==> config.mk <==
export PLATFORM = sky130hd
export DESIGN_NAME = mem_access_unit
export DESIGN_NICKNAME = d
export VERILOG_FILES = /design/src/rtl/mem_pkg.sv /design/src/rtl/mem_lane_align.sv /design/src/rtl/mem_access_unit.sv
export SDC_FILE = /design/constraint.sdc
export NUM_CORES = 1
export LEC_CHECK = 0
export ABC_AREA = 0
export BUFFER_PORTS_ARGS = -buffer_cell sky130_fd_sc_hd__buf_4
export CAP_MARGIN = 20
export CORE_MARGIN = 8
export CORE_UTILIZATION = 54
export DETAILED_ROUTE_END_ITERATION = 7
export PLACE_DENSITY = 0.88
export SYNTH_ARGS = -nofsm -noshare
export SYNTH_HDL_FRONTEND = slang
export SYNTH_SLANG_ARGS = --single-unit
==> constraint.sdc <==
create_clock -name clk -period 3.1 [get_ports clk]
set_clock_uncertainty 0.1 [all_clocks]
set_input_delay 0.62 -clock clk [delete_from_list [all_inputs] [get_ports clk]]
set_output_delay 0.62 -clock clk [all_outputs]
set_load 0.1 [all_outputs]
==> src/rtl/mem_pkg.sv <==
// Shared types and op classification for the MEM-stage access unit.
package mem_pkg;

  typedef enum logic [3:0] {
    LB, LBU, LH, LHU, LW, LWL, LWR, SB, SH, SW, SWL, SWR
  } mem_op_t;

  typedef enum logic [1:0] {
    IDLE, REQ, WAIT, DONE
  } state_t;

  function automatic logic is_load(mem_op_t op);
    return op inside {LB, LBU, LH, LHU, LW, LWL, LWR};
  endfunction

  function automatic logic is_store(mem_op_t op);
    return op inside {SB, SH, SW, SWL, SWR};
  endfunction

  // Unaligned-word ops (LWL/LWR/SWL/SWR) and byte ops can never fault.
  function automatic logic misaligned(mem_op_t op, logic [1:0] k);
    case (op)
      LH, LHU, SH: return k[0];
      LW, SW:      return |k;
      default:     return 1'b0;
    endcase
  endfunction

endpackage

==> src/rtl/mem_lane_align.sv <==
// Combinational lane steering: byte enables, store data shift, load extract/merge.
// Zero latency; no flow control of its own.
module mem_lane_align
  import mem_pkg::*;
(
  input  mem_op_t     op,
  input  logic [1:0]  k,
  input  logic [31:0] store_data,
  input  logic [31:0] rdata,
  input  logic [31:0] rt_old,
  output logic [3:0]  be,
  output logic [31:0] wdata,
  output logic [31:0] load_val
);

  logic [4:0]  sh;
  logic [4:0]  rsh;
  logic [5:0]  keep_sh;
  logic [3:0]  left_mask;
  logic [7:0]  byte_v;
  logic [15:0] half_v;
  logic [31:0] byte_w;

  always_comb begin
    sh        = {k, 3'b000};
    rsh       = {~k, 3'b000};
    keep_sh   = 6'(sh) + 6'd8;
    left_mask = 4'b1111 >> (2'd3 - k);
    byte_w    = rdata >> sh;
    byte_v    = byte_w[7:0];
    half_v    = k[1] ? rdata[31:16] : rdata[15:0];
  end

  always_comb begin
    be       = 4'b0000;
    wdata    = 32'h0;
    load_val = 32'h0;
    case (op)
      LB: begin
        be       = 4'b0001 << k;
        load_val = {{24{byte_v[7]}}, byte_v};
      end
      LBU: begin
        be       = 4'b0001 << k;
        load_val = {24'h0, byte_v};
      end
      LH: begin
        be       = k[1] ? 4'b1100 : 4'b0011;
        load_val = {{16{half_v[15]}}, half_v};
      end
      LHU: begin
        be       = k[1] ? 4'b1100 : 4'b0011;
        load_val = {16'h0, half_v};
      end
      LW: begin
        be       = 4'b1111;
        load_val = rdata;
      end
      LWL: begin
        be       = left_mask;
        load_val = (rdata << rsh) | (rt_old & (32'hFFFF_FFFF >> keep_sh));
      end
      LWR: begin
        be       = 4'b1111 << k;
        load_val = (rdata >> sh) | (rt_old & ~(32'hFFFF_FFFF >> sh));
      end
      SB: begin
        be    = 4'b0001 << k;
        wdata = {4{store_data[7:0]}};
      end
      SH: begin
        be    = k[1] ? 4'b1100 : 4'b0011;
        wdata = {2{store_data[15:0]}};
      end
      SW: begin
        be    = 4'b1111;
        wdata = store_data;
      end
      SWL: begin
        be    = left_mask;
        wdata = store_data >> rsh;
      end
      SWR: begin
        be    = 4'b1111 << k;
        wdata = store_data << sh;
      end
      default: ;
    endcase
  end

endmodule

==> src/rtl/mem_access_unit.sv <==
// MEM-stage load/store initiator, single outstanding access, little-endian.
// Min latency store 3 / load 4 cycles; stall held until mem_ready/mem_rvalid or timeout.
module mem_access_unit
  import mem_pkg::*;
#(
  parameter int TIMEOUT = 255
) (
  input  logic        clk,
  input  logic        reset,
  input  logic        op_valid,
  input  mem_op_t     op,
  input  logic [31:0] addr,
  input  logic [31:0] store_data,
  input  logic [31:0] rt_old,
  output logic        stall,
  output logic        done,
  output logic [31:0] load_data,
  output logic        addr_err,
  output logic        bus_err,
  output logic        mem_req,
  output logic        mem_we,
  output logic [31:0] mem_addr,
  output logic [3:0]  mem_be,
  output logic [31:0] mem_wdata,
  input  logic        mem_ready,
  input  logic        mem_rvalid,
  input  logic [31:0] mem_rdata
);

  localparam int CW = $clog2(TIMEOUT + 1);
  localparam logic [CW-1:0] LAST = CW'(TIMEOUT - 1);

  state_t        state;
  state_t        state_nx;
  logic [CW-1:0] cnt;
  mem_op_t       op_q;
  logic [1:0]    k_q;
  logic [31:0]   rt_q;
  logic          err_q;

  mem_op_t       op_sel;
  logic [1:0]    k_sel;
  logic [3:0]    be_c;
  logic [31:0]   wdata_c;
  logic [31:0]   load_c;
  logic          mis;
  logic          accept;
  logic          tmo;

  always_comb begin
    mis    = misaligned(op, addr[1:0]);
    accept = op_valid && !mis;
    tmo    = (cnt == LAST);
    // Live op drives the store lanes in IDLE; the latched op drives load extraction.
    op_sel = (state == IDLE) ? op : op_q;
    k_sel  = (state == IDLE) ? addr[1:0] : k_q;
  end

  mem_lane_align u_align (
    .op         (op_sel),
    .k          (k_sel),
    .store_data (store_data),
    .rdata      (mem_rdata),
    .rt_old     (rt_q),
    .be         (be_c),
    .wdata      (wdata_c),
    .load_val   (load_c)
  );

  always_ff @(posedge clk or negedge reset) begin
    if (!reset) state <= IDLE;
    else        state <= state_nx;
  end

  // A handshake arriving on the last allowed cycle still wins over the timeout.
  always_comb begin
    state_nx = state;
    case (state)
      IDLE: if (accept) state_nx = REQ;
      REQ: begin
        if (mem_ready)  state_nx = is_load(op_q) ? WAIT : DONE;
        else if (tmo)   state_nx = DONE;
      end
      WAIT: begin
        if (mem_rvalid) state_nx = DONE;
        else if (tmo)   state_nx = DONE;
      end
      DONE:    state_nx = IDLE;
      default: state_nx = IDLE;
    endcase
  end

  always_comb begin
    stall    = 1'b0;
    done     = 1'b0;
    addr_err = 1'b0;
    bus_err  = 1'b0;
    mem_req  = 1'b0;
    case (state)
      IDLE: begin
        stall    = reset && accept;
        addr_err = reset && op_valid && mis;
      end
      REQ: begin
        stall   = 1'b1;
        mem_req = 1'b1;
      end
      WAIT: stall = 1'b1;
      DONE: begin
        done    = 1'b1;
        bus_err = err_q;
      end
      default: ;
    endcase
  end

  always_ff @(posedge clk or negedge reset) begin
    if (!reset) begin
      cnt       <= '0;
      op_q      <= LB;
      k_q       <= 2'b00;
      rt_q      <= 32'h0;
      err_q     <= 1'b0;
      mem_we    <= 1'b0;
      mem_addr  <= 32'h0;
      mem_be    <= 4'b0000;
      mem_wdata <= 32'h0;
      load_data <= 32'h0;
    end else begin
      case (state)
        IDLE: begin
          if (accept) begin
            cnt       <= '0;
            err_q     <= 1'b0;
            op_q      <= op;
            k_q       <= addr[1:0];
            rt_q      <= rt_old;
            mem_we    <= is_store(op);
            mem_addr  <= {addr[31:2], 2'b00};
            mem_be    <= be_c;
            mem_wdata <= is_store(op) ? wdata_c : 32'h0;
          end
        end
        REQ: begin
          cnt <= cnt + 1'b1;
          if (!mem_ready && tmo) begin
            err_q     <= 1'b1;
            load_data <= 32'h0;
          end
        end
        WAIT: begin
          cnt <= cnt + 1'b1;
          if (mem_rvalid) begin
            load_data <= load_c;
          end else if (tmo) begin
            err_q     <= 1'b1;
            load_data <= 32'h0;
          end
        end
        default: ;
      endcase
    end
  end

endmodule

==> results of run 1 <==
registers in the layout (all words and copies together) (netlist names):
| register | count |
|---|---|
| load_data | 32 |
| mem_wdata | 32 |
| rt_q | 32 |
| mem_addr | 30 |
| cnt | 8 |
| mem_be | 4 |
| op_q | 4 |
| k_q | 2 |
| state | 2 |
| err_q | 1 |
| mem_we | 1 |
cells in the mapped netlist (4+ instances only):
cell	n
a211oi_1	5
a211o_1	8
buf_4	4
dfrtp_1	148
and3_1	11
a31oi_1	4
ha_1	7
a222oi_1	24
a32oi_1	10
and2_1	6
mux4_2	32
buf_2	17
mux2_2	13
inv_1	46
nand4_1	9
nor2_1	29
mux2i_1	21
nand2_1	303
a221oi_1	8
o21ai_0	34
nor2b_1	4
or3b_1	5
o211ai_1	25
nand2b_1	4
a22o_1	5
clkbuf_1	47
nor3_1	4
o2111ai_1	8
xnor2_1	4
o221ai_1	15
a221o_1	33
o22ai_1	7
a21oi_1	20
nand3b_1	5
a22oi_1	15
nand3_1	41
a21o_1	10
what timing repair did:
action | 4_1_cts | 5_1_grt
buffers inserted | 1 | 0
pin swaps | 1 | 0
setup endpoints to repair | 1 | 20
hold endpoints to repair | 25 | 0
hold buffers | 1 | 0
resized for setup | 1 | 3
report_power, final:
part | internal [mW] | switching [mW]
Combinational | 3.08 | 7.10
Sequential | 2.67 | 0.635
Clock | 1.14 | 0.944
cell type report:
class,instances,area (um2),area share [%]
multi-input combinational,784,5360,43.0
sequential,148,3700,29.8
timing repair buffer,297,2350,18.9
clock buffer,17,425,3.42
tap,225,282,2.26
inverter,46,173,1.39
clock inverter,15,159,1.28
worst max path at each step:
stage / startpoint / endpoint / cells after the start / slack, ps
2_1_floorplan: state[0]$_DFFE_PN0P_ / stall / 10 / -40
3_3_place_gp: state[0]$_DFFE_PN0P_ / mem_wdata[25]$_DFFE_PN0P_ / 7 / 160
3_5_place_dp: state[0]$_DFFE_PN0P_ / load_data[0]$_DFFE_PN0P_ / 10 / 80
4_1_cts: state[0]$_DFFE_PN0P_ / load_data[8]$_DFFE_PN0P_ / 11 / 110
5_1_grt: state[0]$_DFFE_PN0P_ / mem_be[1]$_DFFE_PN0P_ / 11 / 10
6_report: state[0]$_DFFE_PN0P_ / mem_wdata[16]$_DFFE_PN0P_ / 9 / 60
stage by stage:
stage / setup slack (ps) / utilization, % / TNS, ps
finish: 58.0 / 72.2 / 0
global route: 11.2 / 72.2 / 0
CTS: 110 / 72.1 / 0
detailed placement: 75.3 / 68.6 / 0
global placement: 160 / 68.6 / 0
floorplan: -38.2 / - / -45.5
critical path: stages (launching register included):
cell	delay (ps)
dfrtp_1	420
inv_1	140
ha_4	180
buf_4	210
or3b_1	460
a211oi_2	700
a311o_2	260
a222oi_1	110
buf_4	170
o211ai_1	200
metal layers:
layer / part of all wire [%] / up-vias / global-route usage, %
li1: - / 4383 / -
met1: 38 / 4766 / 41.0
met2: 45 / 740 / 46.8
met3: 13 / 103 / 10.8
met4: 3.6 / 0 / 13.3
met5: 0 / - / 0
kinds of logic (layout without fill, tap and decap cells):
kind of cell	Yosys count	in the layout	share of synthesized area, %
compound gates	256	256	21.3
other cells	1	2	0.0394
fa+ha+maj	7	7	0.921
mux	70	70	11.9
flops	148	148	38.9
simple gates	443	443	20.6
buf+inv	122	375	5.67
xor+xnor	6	6	0.553
==> results.tsv, run 1 <==
metric	value	unit
Post-DP HPWL	25.3	mm
Final Cycle Share	98.1	%
DR vias/cell	6.52	
time the worst path needs with I/O delays and setup	3040	ps
pwr/cell area	1250	nW/um2
DP Area	11800	um2
TritonCTS Buffers	17	
# nets final	1438	
Post-Synthesis Cells	1053	
most frequent cells in the layout	nand2_1 (303), buf_4 (286), dfrtp_1 (148), inv_1 (46), nand3_1 (41)	
Chip Width	149	um
fmax	329	MHz
Worst R2R Start	state[0]$_DFFE_PN0P_	
relative slew slack	30.8	%
Initial Utilization	55.2	%
vias in the first global route	9886	
synthesis-to-finish area growth	30.9	%
crit-path max FO	17	
gr ovfl total	0	
largest net degree at the start of global routing	124	
top area cells in the synthesized netlist	dfrtp_1 (39%), nand2_1 (12%), mux4_2 (7.6%)	
synthesized area per cell	9.03	um2
placer congestion estimate	0.982	
Total GRT Usage	31.5	%
CTS tree	built	
critical path arrival	3280	ps
Distinct cells, synth	72	
# H-tree levels	4	
routed len/inst	23.0	um
Hold Vio Cnt, Final	0	
I/O pin count	243	
die area	22100	um2
Worst EP required	3340	ps
R2R setup slack	60	ps
final setup vio count	0	
register area share after synthesis	38.9	%
most common cell after layout, fill and taps aside	nand2_1	
Final Cell Area	12400	um2
outcome	finished clean	
initial antenna violation count	0	
layout cell share with drive strength beyond 1	30.4	%
1st-iter DRT viols	1371	
# rows	48	
clock tree root driver cell	clkbuf_16	
Hold WC Path Type	input port to flip-flop	
Main synth FF type	dfrtp_1	
Worst Hold End	rt_q[29]$_DFFE_PN0P_	
top cell type's share of synthesized area	38.9	%
leakage	5.90	nW
clock buffer depth	2	
Crit Path Class	flip-flop to flip-flop	
FILL cells	1309	
Hold Path Depth	3	
Remaining DRCs	0	
Core Box Area	17200	um2
Ys Warns	0	
clock net sink count	148	
placed insts	1498	
drt total wl	35.2	mm
EDFF count, synth	0	
Port Buffers	240	
via count	9992	
antenna diode count	0	
Final Power	15.6	mW
Max IR drop VDD	0.000951	V
cell accounting for the most synthesized area	dfrtp_1	
min-delay src	rt_old[29]	
Die Height	149	um
WHS	275	ps
ys async rst share	100	%
Cell Area, Synth	9510	um2
max-cap violations	0	
Reg-to-Reg End	mem_wdata[16]$_DFFE_PN0P_	
Pre-antenna DRT Iters	8	
Final Instance Count excl. Fillers	1532	
Yosys reg bits	148	
Final Max Slew Viols	0	
worst reg2reg path depth	9	
global-route wire length before repair	55.3	mm
Startpoint Class	flip-flop	
Clock Latency Late Sink	430	ps
CP Capture Type	flip-flop	
clock slew at reported path FFs	70	ps
RSZ-0062 raised after global routing	false	
worst slew pin tran	1040	ps
final antenna-violating net count	0	
(Power assumes the default switching activity.)
==> run 2, diff against run 1 <==
--- a/config.mk
+++ b/config.mk
@@ -8,8 +8,10 @@
 export ABC_AREA = 0
 export BUFFER_PORTS_ARGS = -buffer_cell sky130_fd_sc_hd__buf_4
 export CAP_MARGIN = 20
+export CELL_PAD_IN_SITES_DETAIL_PLACEMENT = 0
+export CELL_PAD_IN_SITES_GLOBAL_PLACEMENT = 2
 export CORE_MARGIN = 8
-export CORE_UTILIZATION = 54
+export CORE_UTILIZATION = 32
 export DETAILED_ROUTE_END_ITERATION = 7
 export PLACE_DENSITY = 0.88
 export SYNTH_ARGS = -nofsm -noshare
==> results.tsv, run 2 (synthesized netlist as in run 1, its figures left out) <==
metric	value	unit
layout cell share with drive strength beyond 1	30.3	%
Worst Slack Setup Final	219	ps
# H-tree levels	4	
gr ovfl total	0	
synthesis-to-finish area growth	33.4	%
Final Cycle Share	92.9	%
clock buffer depth	2	
RSZ-0062 raised after global routing	false	
time the worst path needs with I/O delays and setup	2880	ps
max-cap violations	0	
min-delay src	rt_old[27]	
Port Buffers	240	
failing checks	design-rule violations	
outcome	finished, violations left	
Final Power	15.7	mW
drt total wl	37.5	mm
final setup vio count	0	
1st-iter DRT viols	1081	
global-route wire length before repair	58.2	mm
Hold WC Path Type	input port to flip-flop	
critical path's slowest cell	dfrtp_1	
met1 Use GR	27.1	%
fmax	347	MHz
Final Cell Area	12700	um2
CP delay by family, top	buffers and inverters	
placer congestion estimate	0.876	
DR vias/cell	5.63	
pre-CTS setup slack	199	ps
initial antenna violation count	1	
Initial Utilization	32.3	%
pwr/cell area	1240	nW/um2
leakage	5.92	nW
Remaining DRCs	2	
final antenna-violating net count	0	
DP Area	12000	um2
clock slew at reported path FFs	70	ps
global route hottest layer	met2	
die area	35500	um2
worst slew pin tran	1090	ps
I/O pin count	243	
critical path, cell by cell	inv_1, ha_4, buf_6, nand3_1, a21oi_4, a21oi_1, nor2_4, buf_6	
most frequent cells in the layout	nand2_1 (303), buf_4 (286), dfrtp_1 (148), inv_1 (46), nand3_1 (41)	
slowest stage delay, CP	370	ps
Clock Latency Late Sink	430	ps
Worst Setup SP	state[0]$_DFFE_PN0P_	
relative slew slack	27.1	%
largest net degree at the start of global routing	129	
# nets final	1440	
most common cell after layout, fill and taps aside	nand2_1	
CP Capture Type	output pin	
Worst EP required	2380	ps
Final Max Slew Viols	0	
TritonCTS Buffers	17	
Worst R2R Start	state[0]$_DFFE_PN0P_	
Post-DP HPWL	26.7	mm
Total GRT Usage	20.7	%
# rows	63	
routed len/inst	22.0	um
Core Box Area	29500	um2
Max IR drop VDD	0.000617	V
via count	9564	
Chip Width	188	um
met2 Usage GRT	32.9	%
Hold Vio Cnt, Final	0	
Most common cell on crit path	buf_6	
CTS tree	built	
critical path arrival	2160	ps
FILL cells	2956	
Pre-antenna DRT Iters	8	
clock net sink count	148	
Startpoint Class	flip-flop	
Die Height	188	um
Worst Path Buf+Inv	3	
vias in the first global route	9697	
Crit Path Class	flip-flop to output pin	
met3 usage	4.92	%
clock tree root driver cell	clkbuf_16	
crit-path max FO	15	
largest registers	load_data (32), mem_wdata (32), rt_q (32)	
## run 2: cell count changes in the layout (fill, tap and decap cells not counted), moves of 2 or more
cell,previous run,this run
buf_6,1,3
clkinv_4,0,3
inv_6,7,4
inv_8,4,2
## run 2: per-stage QoR
stage / setup TNS [ps] / utilization [%] / hold slack, ps / instances
after floorplan: -45.5 / - / 224 / 1054
after global placement: 0 / 40.7 / 359 / 1663
after detailed placement: 0 / 40.7 / 363 / 1663
after CTS: 0 / 42.9 / 260 / 1696
after global routing: 0 / 43.0 / 267 / 1700
final: 0 / 43.0 / 277 / 1700
## run 2: worst paths after layout
check / to / slack [ps] / cells after the start
min reg2reg: mem_addr[13]$_DFFE_PN0P_ / 380 / 2
min in group asynchronous: mem_addr[28]$_DFFE_PN0P_ / 530 / 2
max reg2reg: load_data[19]$_DFFE_PN0P_ / 250 / 9
min: rt_q[27]$_DFFE_PN0P_ / 280 / 3
max in group asynchronous: mem_wdata[31]$_DFFE_PN0P_ / 1360 / 3
max: stall / 220 / 8
## run 2: worst register-to-register path, stage by stage (launching register included)
cell and delay, ps:
dfrtp_1 370, inv_1 150, ha_4 190, buf_12 120, buf_12 160, or3b_1 410, nand2_1 130, nand4_1 150
a21oi_2 780, a221o_1 230
## run 2: layout make-up
class	count	area (um2)	area share, %
timing repair buffer	299	2370	18.7
sequential	148	3700	29.2
inverter	46	173	1.36
antenna	1	2.50	0.0197
clock buffer	18	439	3.46
clock inverter	14	166	1.31
multi-input combinational	784	5340	42.1
tap	390	488	3.85
## run 2: layer usage
metal / share of wire (%) / vias up
met3: 8.3 / 58
met4: 3.0 / 0
met1: 42 / 4673
met2: 47 / 438
met5: 0 / -
li1: - / 4395
## run 2: power breakdown
group / switching, mW / leakage [nW] / internal, mW
logic: 7.05 / 3.70 / 3.12
registers: 0.655 / 1.93 / 2.67
clock network: 0.956 / 0.288 / 1.23
total: 8.66 / 5.92 / 7.03
## run 2: timing repair
action	4_1_cts	5_1_grt
hold endpoints to repair	20	0
resized for setup	3	0
pin swaps	0	1
buffers inserted	0	3
endpoints found under the setup margin	1	1
hold buffers	1	0
